[src/rtl/bridge_uart_tx_if.sv]
// bridge_uart_tx_if: Bridge device-bus signals between the CPU side (master) and the UART responder (slave)
interface bridge_uart_tx_if;
  logic [31:2] Addr;
  logic        WE;
  logic [31:0] Din;
  logic [31:0] Dout;
  logic        IRQ;
  modport master (output Addr, WE, Din, input Dout, IRQ);
  modport slave (input Addr, WE, Din, output Dout, IRQ);
endinterface

[src/rtl/bridge_uart_tx.sv]
// bridge_uart_tx: memory-mapped 8N1 UART transmitter with TX FIFO and drain IRQ; optional parity via UART_PARITY_EN
module bridge_uart_tx #(
  parameter int          FIFO_DEPTH  = 16,
  parameter logic [15:0] DEFAULT_DIV = 16'd15
) (
  input  logic              clk,
  input  logic              reset,
  bridge_uart_tx_if.slave   bus,
  output logic              txd
);
  localparam int AW = (FIFO_DEPTH > 1) ? $clog2(FIFO_DEPTH) : 1;
  localparam int CW = AW + 1;
  typedef enum logic [2:0] {
    IDLE, START, DATA, STOP
`ifdef UART_PARITY_EN
    , PARITY
`endif
  } state_t;
  state_t          st, nx;
  logic            txen, irqen, ovf, irq_q;
  logic [15:0]     div_q, fdiv, tmr;
  logic [AW-1:0]   wp, rp;
  logic [CW-1:0]   cnt;
  logic [8:0]      cnt_x;
  logic [7:0]      mem [FIFO_DEPTH];
  logic [7:0]      sh;
  logic [2:0]      bidx;
  logic            pop, tick, full, empty, busy, wr_ok;
  logic            wr_ctrl, wr_stat, wr_data, wr_div;
  logic [31:0]     ctrl_rd, stat_rd;
  logic            unused_ok;
`ifdef UART_PARITY_EN
  logic            pen, odd, fpen, par;
`endif
  assign wr_ctrl   = bus.WE && bus.Addr[3:2] == 2'd0;
  assign wr_stat   = bus.WE && bus.Addr[3:2] == 2'd1;
  assign wr_data   = bus.WE && bus.Addr[3:2] == 2'd2;
  assign wr_div    = bus.WE && bus.Addr[3:2] == 2'd3;
  assign empty     = cnt == '0;
  assign full      = cnt == CW'(FIFO_DEPTH);
  assign busy      = st != IDLE;
  assign tick      = busy && tmr == fdiv;
  assign wr_ok     = wr_data && (!full || pop);
  assign cnt_x     = 9'(cnt);
  assign unused_ok = ^{bus.Din[31:16], bus.Addr[31:4]};
`ifdef UART_PARITY_EN
  assign ctrl_rd   = {28'd0, odd, pen, irqen, txen};
`else
  assign ctrl_rd   = {30'd0, irqen, txen};
`endif
  assign stat_rd   = {20'd0, ovf, busy, empty, full, cnt_x[7:0]};
  assign bus.Dout  = bus.Addr[3:2] == 2'd0 ? ctrl_rd :
                     bus.Addr[3:2] == 2'd1 ? stat_rd :
                     bus.Addr[3:2] == 2'd3 ? {16'd0, div_q} : 32'd0;
  assign bus.IRQ   = irq_q;
  // Control registers, divisor and the sticky overflow flag
  always_ff @(posedge clk or negedge reset)
    if (!reset) begin
      txen  <= 1'b0;
      irqen <= 1'b0;
      div_q <= DEFAULT_DIV;
      ovf   <= 1'b0;
`ifdef UART_PARITY_EN
      pen   <= 1'b0;
      odd   <= 1'b0;
`endif
    end else begin
      if (wr_ctrl) {irqen, txen} <= bus.Din[1:0];
`ifdef UART_PARITY_EN
      if (wr_ctrl) {odd, pen} <= bus.Din[3:2];
`endif
      if (wr_div) div_q <= bus.Din[15:0] == '0 ? 16'd1 : bus.Din[15:0];
      if (wr_data && full && !pop) ovf <= 1'b1;
      else if (wr_stat && bus.Din[11]) ovf <= 1'b0;
    end
  // FIFO pointers and occupancy; a pop in the same cycle frees the slot for a push to a full FIFO
  always_ff @(posedge clk or negedge reset)
    if (!reset) begin
      wp  <= '0;
      rp  <= '0;
      cnt <= '0;
    end else begin
      if (wr_ok) wp <= wp + AW'(1);
      if (pop) rp <= rp + AW'(1);
      cnt <= cnt + CW'(wr_ok) - CW'(pop);
    end
  // FIFO storage needs no reset: the pointers define what is valid
  always_ff @(posedge clk)
    if (wr_ok) mem[wp] <= bus.Din[7:0];
  // Frame datapath: load on pop (latching divisor and parity mode), then bit timer and shifter
  always_ff @(posedge clk or negedge reset)
    if (!reset) begin
      st   <= IDLE;
      sh   <= '0;
      fdiv <= DEFAULT_DIV;
      tmr  <= '0;
      bidx <= '0;
`ifdef UART_PARITY_EN
      fpen <= 1'b0;
      par  <= 1'b0;
`endif
    end else begin
      st <= nx;
      if (pop) begin
        sh   <= mem[rp];
        fdiv <= div_q;
        tmr  <= '0;
        bidx <= '0;
`ifdef UART_PARITY_EN
        fpen <= pen;
        par  <= ^mem[rp] ^ odd;
`endif
      end else if (tick) begin
        tmr <= '0;
        if (st == DATA) begin
          sh   <= sh >> 1;
          bidx <= bidx + 3'd1;
        end
      end else if (busy) tmr <= tmr + 16'd1;
    end
  // Next-state and pop decision; STOP chains straight into START when more data is ready
  always_comb begin
    nx  = st;
    pop = 1'b0;
    case (st)
      IDLE:   if (txen && !empty) begin pop = 1'b1; nx = START; end
      START:  if (tick) nx = DATA;
`ifdef UART_PARITY_EN
      DATA:   if (tick && bidx == 3'd7) nx = fpen ? PARITY : STOP;
      PARITY: if (tick) nx = STOP;
`else
      DATA:   if (tick && bidx == 3'd7) nx = STOP;
`endif
      STOP:   if (tick) begin
                pop = txen && !empty;
                nx  = (txen && !empty) ? START : IDLE;
              end
      default: nx = IDLE;
    endcase
  end
  // Serial line driven from state so an async reset forces idle-high immediately
  always_comb
`ifdef UART_PARITY_EN
    txd = st == START ? 1'b0 : st == DATA ? sh[0] : st == PARITY ? par : 1'b1;
`else
    txd = st == START ? 1'b0 : st == DATA ? sh[0] : 1'b1;
`endif
  // Drain interrupt, registered one cycle behind its condition
  always_ff @(posedge clk or negedge reset)
    if (!reset) irq_q <= 1'b0;
    else irq_q <= irqen && txen && empty && !busy;
endmodule

[src/flat_wrapper.sv]
// flat-port wrapper written by rule: the top's interface ports become plain ports
module bridge_uart_tx_flat 
#(
  parameter int          FIFO_DEPTH  = 16,
  parameter logic [15:0] DEFAULT_DIV = 16'd15
)
  (clk, reset, txd, bus_Addr, bus_WE, bus_Din, bus_Dout, bus_IRQ);
  bridge_uart_tx_if bus_i ();
  input  logic clk;
  input  logic reset;
  output logic txd;
  input wire logic [$bits(bus_i.Addr)-1:0] bus_Addr;
  input wire logic [$bits(bus_i.WE)-1:0] bus_WE;
  input wire logic [$bits(bus_i.Din)-1:0] bus_Din;
  output wire logic [$bits(bus_i.Dout)-1:0] bus_Dout;
  output wire logic [$bits(bus_i.IRQ)-1:0] bus_IRQ;
  assign bus_i.Addr = bus_Addr;
  assign bus_i.WE = bus_WE;
  assign bus_i.Din = bus_Din;
  assign bus_Dout = bus_i.Dout;
  assign bus_IRQ = bus_i.IRQ;
  bridge_uart_tx #(.FIFO_DEPTH(FIFO_DEPTH), .DEFAULT_DIV(DEFAULT_DIV)) u_core (.clk(clk), .reset(reset), .bus(bus_i), .txd(txd));
endmodule
[config.mk]
export PLATFORM = sky130hd
export DESIGN_NAME = bridge_uart_tx_flat
export DESIGN_NICKNAME = d
export VERILOG_FILES = /design/src/rtl/bridge_uart_tx_if.sv /design/src/rtl/bridge_uart_tx.sv /design/src/flat_wrapper.sv
export SDC_FILE = /design/constraint.sdc
export NUM_CORES = 1
export LEC_CHECK = 0
export CORE_MARGIN = 5
export CORE_UTILIZATION = 40
export CTS_BUF_LIST = sky130_fd_sc_hd__clkbuf_16
export CTS_CLUSTER_SIZE = 8
export DETAILED_ROUTE_END_ITERATION = 16
export DONT_BUFFER_PORTS = 1
export PLACE_DENSITY = 0.58
export REMOVE_ABC_BUFFERS = 1
export SYNTH_ARGS = -nofsm -noshare
export SYNTH_HDL_FRONTEND = slang
export SYNTH_SLANG_ARGS = --single-unit
[constraint.sdc]
create_clock -name clk -period 4.25 [get_ports clk]
set_input_delay 0.85 -clock clk [delete_from_list [all_inputs] [get_ports clk]]
set_output_delay 0.85 -clock clk [all_outputs]
set_load 0.01 [all_outputs]
==> flow_summary.yaml, run 1 <==
detailed_routing:
  drcViolationCount: 0
  drt_iter0_drc: 299
  drtPass1Iterations: 4
  wl_met3_mm: 1.45
  via_count: 4891
  met1_length_mm: 8.13
  antenna_left: 0
  dr_wl_met2_mm: 9.33
  avgRoutedWirePerCell_um: 21.0
  viasPerCell: 5.30
  finalWirelength_mm: 19.3
  routed.top_layer: "met4"
power:
  p_per_area_nw_per_um2: 639
  comb_power_share_pct: 26.8
  seqPwrFrac_pct: 41.7
  power.share.clock_pct: 31.5
  switching_share_pct: 30.6
  switchingPower_mw: 2.00
  leakage_nw: 3.92
  p_int_mw: 4.53
  ir_drop_uv: 409
floorplanning:
  std_cell_rows: 55
  die_h_um: 161
  dieArea_sq_um: 26100
  die_w_um: 161
  start_util_pct: 40.5
  pin_count: 99
  core_area_sq_um: 22600
sta:
  setup_viol: 0
  whs_ns: 0.152
  hold_viol_final: 0
  drv_slew: 0
  fin_crit_sh_pct: 73.3
  setup_ws_ns: 1.13
  rsz0062_at_grt: "false"
  fin_tns_setup_ns: 0
  tightestPinTransition_ns: 0.948
  fin_crit_ns: 3.12
  slew_headroom_pct: 36.8
  clock.fmax_ghz: 0.321
  clock_skew_ns: 0.0166
run_status:
  status: "completed"
setup_path:
  crit_chain: "inv_1 -> ha_1 -> nor4b_4 -> nor2_1 -> and2_1 -> and3_1 -> o21a_2 -> ha_1 -> fa_1 -> a21oi_1 -> nor2_1 -> nor2_1 -> xnor2_1"
  cp_top_family: "simple AND/OR/NAND/NOR gates"
  arrival_ns: 3.58
  slowest_delay_ns: 0.41
  cp_max_fo: 19
  criticalPathCategory: "flip-flop to flip-flop"
  end_kind: "flip-flop"
  cp_num_buf_inv: 1
  cp.required_ns: 4.72
  cp_slowest_cell: "fa_1"
  cp-start-kind: "flip-flop"
  path_common_cell: "nor2_1"
synth:
  async_flop_share_pct: 37.9
  synth_cell_types: 53
  ys_seq_area_share_pct: 63.3
  synth_cells: 602
  ys.warnings.count: 0
  avgSynthCellArea_sq_um: 15.2
  synth_edf_count: 128
  ys_ff_latch: 206
  ys.flop_type: "edfxtp_1"
  syn_area_sq_um: 9170
clocking:
  cts_setup_buffers: 0
  numCtsBuffers: 29
  cts_buffer_depth: 3
  cts.repair.resized: 0
  cts_tree: "yes"
  clock-sinks: 206
  htreeDepth: 1
  clock_latency_ns: 0.55
  cts_hold_buf: 1
  path_clk_slew_ns: 0.06
  cts_root_buf: "clkbuf_16"
finish:
  num_antenna_cells: 0
  area_delta_synth_final_pct: 11.6
  final_cell_mix: "edfxtp_1, dfrtp_1, inv_1, mux2_2, nand2_1"
  fillers: 2000
  layout-drive-gt1-share_pct: 21.2
  fin_nets: 698
  fin_cells: 922
  final_util_pct: 45.2
  mostFrequentLayoutCell: "edfxtp_1"
placement:
  io_buffers: 0
  dp.cells: 867
  dpl.hpwl_mm: 12.7
  dp_slack_ns: 1.15
  gp_congestion: 0.825
global_route:
  antenna_found_initial: 0
  first_global_vias: 5276
  grt_util_all_layers_pct: 15.0
  grt_pass1_wl_mm: 30.4
  grt_overflow: 0
  grt_max_degree: 71
hold_path:
  min_path_type: "primary input to async pin"
run:
  cap_violations: 0
cells in the mapped netlist, drive strengths merged, types with 2 or more instances:
master | instances | area [sq um]
a21o | 2 | 15.0
a21oi | 4 | 20.0
a22o | 3 | 26.3
a2bb2oi | 2 | 17.5
a31oi | 2 | 12.5
and2 | 4 | 25.0
and3 | 29 | 181
and4 | 3 | 26.3
buf | 30 | 220
clkbuf | 11 | 41.3
dfrtp | 70 | 1750
dfstp | 8 | 210
edfxtp | 128 | 3840
ha | 18 | 225
inv | 21 | 78.8
mux2 | 41 | 462
mux2i | 14 | 140
mux4 | 33 | 743
nand2 | 38 | 145
nand2b | 2 | 20.0
nand3 | 10 | 50.1
nand4 | 8 | 50.1
nor2 | 27 | 101
nor2b | 7 | 43.8
nor3 | 4 | 20.0
nor4 | 5 | 52.6
o211ai | 2 | 15.0
o21ai | 18 | 90.1
o221a | 7 | 78.8
o22ai | 2 | 12.5
xnor2 | 27 | 236
xor2 | 10 | 87.6
power groups by stage:
| stage | combinational (mW) | sequential (mW) | clock, mW |
|---|---|---|---|
| 2_1_floorplan | 1.24 | 2.76 | 0 |
| 3_3_place_gp | 1.70 | 2.75 | 0 |
| 3_5_place_dp | 1.76 | 2.76 | 0 |
| 4_1_cts | 1.78 | 2.73 | 2.10 |
| 5_1_grt | 1.93 | 2.76 | 2.19 |
| 6_report | 1.75 | 2.73 | 2.06 |
stage by stage:
stage                     cell area, sq um  total power, mW
after global routing                 10200             6.89
final                                10200             6.53
after detailed placement              9370             4.52
after CTS                            10200             6.61
after floorplan                       8970             4.00
after global placement                9370             4.44
flip-flops by register name (all words and copies together) (netlist names), 2 cells and up:
register,cells
u_core.bidx,3
u_core.cnt,5
u_core.div_q,16
u_core.fdiv,16
u_core.mem,128
u_core.rp,4
u_core.sh,8
u_core.st,2
u_core.tmr,16
u_core.wp,4
worst register-to-register path, delay by kind of cell (launching register included):
kind            cells  cell delay [ns]
buf+inv             1             0.10
xor+xnor            1             0.12
flops               1             0.40
simple gates        6             1.06
compound gates      2             0.48
fa+ha+maj           3             0.88
final cells by class:
class                           instances  area, sq um  area share (%)
Timing Repair Buffer                    7         72.6           0.709
Tap cell                              285          357            3.48
Inverter                               21         78.8           0.770
Sequential cell                       206         5810            56.7
Clock buffer                           29          726            7.09
Clock inverter                         25          110            1.08
Multi-Input combinational cell        349         3080            30.1
path summary, 6_finish.rpt:
path / startpoint / endpoint / slack (ns) / cells past startpoint
worst max-delay path: u_core.cnt[3] / u_core.cnt[4] / 1.13 / 13
worst min-delay path: reset / u_core.fdiv[0] / 0.15 / 0
worst max register to register: u_core.cnt[3] / u_core.cnt[4] / 1.13 / 13
worst min register to register: u_core.div_q[0] / u_core.div_q[0] / 0.50 / 2
max in group asynchronous: reset / u_core.rp[0] / 3.74 / 1
min in group clk: bus_Addr[0] / u_core.ovf / 0.39 / 1
metal layers:
layer,global-route usage (%),vias up
met1,19.7,2476
met4,4.81,0
li1,-,2249
met3,3.73,39
met2,24.8,127
met5,0,-
cell families after synthesis:
family,after synthesis,share of synthesized area (%)
buffers and inverters,62,3.71
other,1,0.0409
muxes,88,14.7
AOI/OAI and AO/OA,47,3.68
xor gates and xnor gates,37,3.53
adders and majority gates,19,2.67
DFF,206,63.3
and+or+nand+nor,142,8.39
Note: power is estimated with default switching activity, not from simulation.
==> run 2: changes to the inputs <==
- clock period: 4.25 -> 2.95 ns (I/O delays scaled with it)
==> run 2 against run 1 <==
Compared with the run above:
- sequential power up 42%
- routed wire length down 0.59%
- total power up 46%
- worst setup slack worse by 0.97 ns
- critical path type unchanged
==> flow_summary.yaml, run 2 (same netlist as run 1, synthesis figures left out) <==
sta:
  rsz0062_at_grt: "false"
  clock.fmax_ghz: 0.360
  whs_ns: 0.146
  fin_crit_sh_pct: 94.2
  drv_slew: 0
  tightestPinTransition_ns: 0.820
  fin_crit_ns: 2.78
  hold_viol_final: 0
  fin_tns_setup_ns: 0
  setup_viol: 0
  slew_headroom_pct: 45.2
  clock_skew_ns: 0.0144
  setup_ws_ns: 0.170
run:
  cap_violations: 0
floorplanning:
  core_area_sq_um: 22600
  std_cell_rows: 55
  start_util_pct: 40.5
  die_h_um: 161
  die_w_um: 161
  pin_count: 99
  dieArea_sq_um: 26100
placement:
  place_area_sq_um: 9520
  io_buffers: 0
  gp_congestion: 0.797
  dpl.hpwl_mm: 12.8
  dp.cells: 886
  dp_slack_ns: 0.0107
finish:
  num_antenna_cells: 0
  final_cell_mix: "edfxtp_1, dfrtp_1, inv_1, mux2_2, nand2_1"
  mostFrequentLayoutCell: "edfxtp_1"
  layout-drive-gt1-share_pct: 24.4
  fin_cells: 942
  fillers: 1942
  ff_latch_area_sq_um: 5810
  area_delta_synth_final_pct: 13.6
  fin_nets: 718
  final_util_pct: 46.0
  top_register: "u_core.mem"
  design_area_sq_um: 10400
  multi_input_area_sq_um: 3110
  largest_reg_flops: 128
setup_path:
  criticalPathCategory: "flip-flop to flip-flop"
  regToRegStartpoint: "u_core.st[1]"
  arrival_ns: 2.96
  cp_max_fo: 18
  cp.required_ns: 3.13
  end_kind: "flip-flop"
  cp-start-kind: "flip-flop"
  critPathLaunch: "u_core.st[1]"
power:
  leakage_nw: 4.03
  report.power.total_mw: 9.53
  p_per_area_nw_per_um2: 914
  ir_drop_uv: 598
detailed_routing:
  drtPass1Iterations: 4
  via_count: 4978
  antenna_left: 0
  drt_iter0_drc: 268
  avgRoutedWirePerCell_um: 20.4
  drcViolationCount: 0
  finalWirelength_mm: 19.2
  viasPerCell: 5.28
global_route:
  grt_pass1_wl_mm: 30.5
  grt_util_all_layers_pct: 14.8
  antenna_found_initial: 0
  first_global_vias: 5397
  grt_overflow: 0
  grt_max_degree: 79
clocking:
  cts_root_buf: "clkbuf_16"
  cts_setup_buffers: 0
  cts_tree: "yes"
  numCtsBuffers: 29
  path_clk_slew_ns: 0.05
  htreeDepth: 1
  clock_latency_ns: 0.54
  cts_buffer_depth: 3
  clock-sinks: 206
run_status:
  status: "completed"
hold_path:
  hold_start: "bus_Din[1]"
  min_path_type: "primary input to flip-flop"
[run 2: worst max-delay path, cell delays in order (launching register included)]
cell and delay, ns:
dfrtp_1 0.40, inv_1 0.09, ha_1 0.23, a21o_1 0.19, nor4_4 0.31, buf_4 0.18
and3_1 0.23, o21a_2 0.15, buf_4 0.19, and3_1 0.46
[run 2: final cells by class]
| cell class | count | area share [%] |
|---|---|---|
| inverter | 21 | 0.756 |
| multi-input combinational | 349 | 29.8 |
| sequential | 206 | 55.7 |
| timing repair buffer | 27 | 2.28 |
| tap | 285 | 3.42 |
| clock inverter | 25 | 1.06 |
| clock buffer | 29 | 6.96 |
[run 2: path summary, 6_finish.rpt]
| check | cells after the start | end | slack, ns |
|---|---|---|---|
| min reg2reg | 2 | u_core.div_q[0] | 0.50 |
| max | 9 | u_core.mem[9][6] | 0.17 |
| max in group asynchronous | 2 | u_core.div_q[1] | 1.97 |
| max reg2reg | 9 | u_core.mem[9][6] | 0.17 |
| min | 0 | u_core.mem[15][1] | 0.15 |
| min in group asynchronous | 2 | u_core.div_q[14] | 0.62 |
[run 2: report_power, final]
group | internal (mW) | switching, mW | leakage [nW]
sequential | 3.52 | 0.357 | 2.10
combinational | 1.38 | 1.33 | 1.43
clock | 1.76 | 1.19 | 0.495
total | 6.65 | 2.88 | 4.03
[run 2: metal layers]
metal  track usage [%]  up-vias  part of all wire [%]
met5                 0        -                     0
met3              3.11       19                   5.3
met4              3.57        0                   1.3
met1              19.7     2560                    43
met2              25.2      113                    50
li1                  -     2286                     -
[run 2: timing repair]
| action | CTS | global route |
|---|---|---|
| hold buffers | 2 | 0 |
| endpoints found under the setup margin | 0 | 2 |
| resized for setup | 0 | 7 |
| hold endpoints to repair | 78 | 0 |
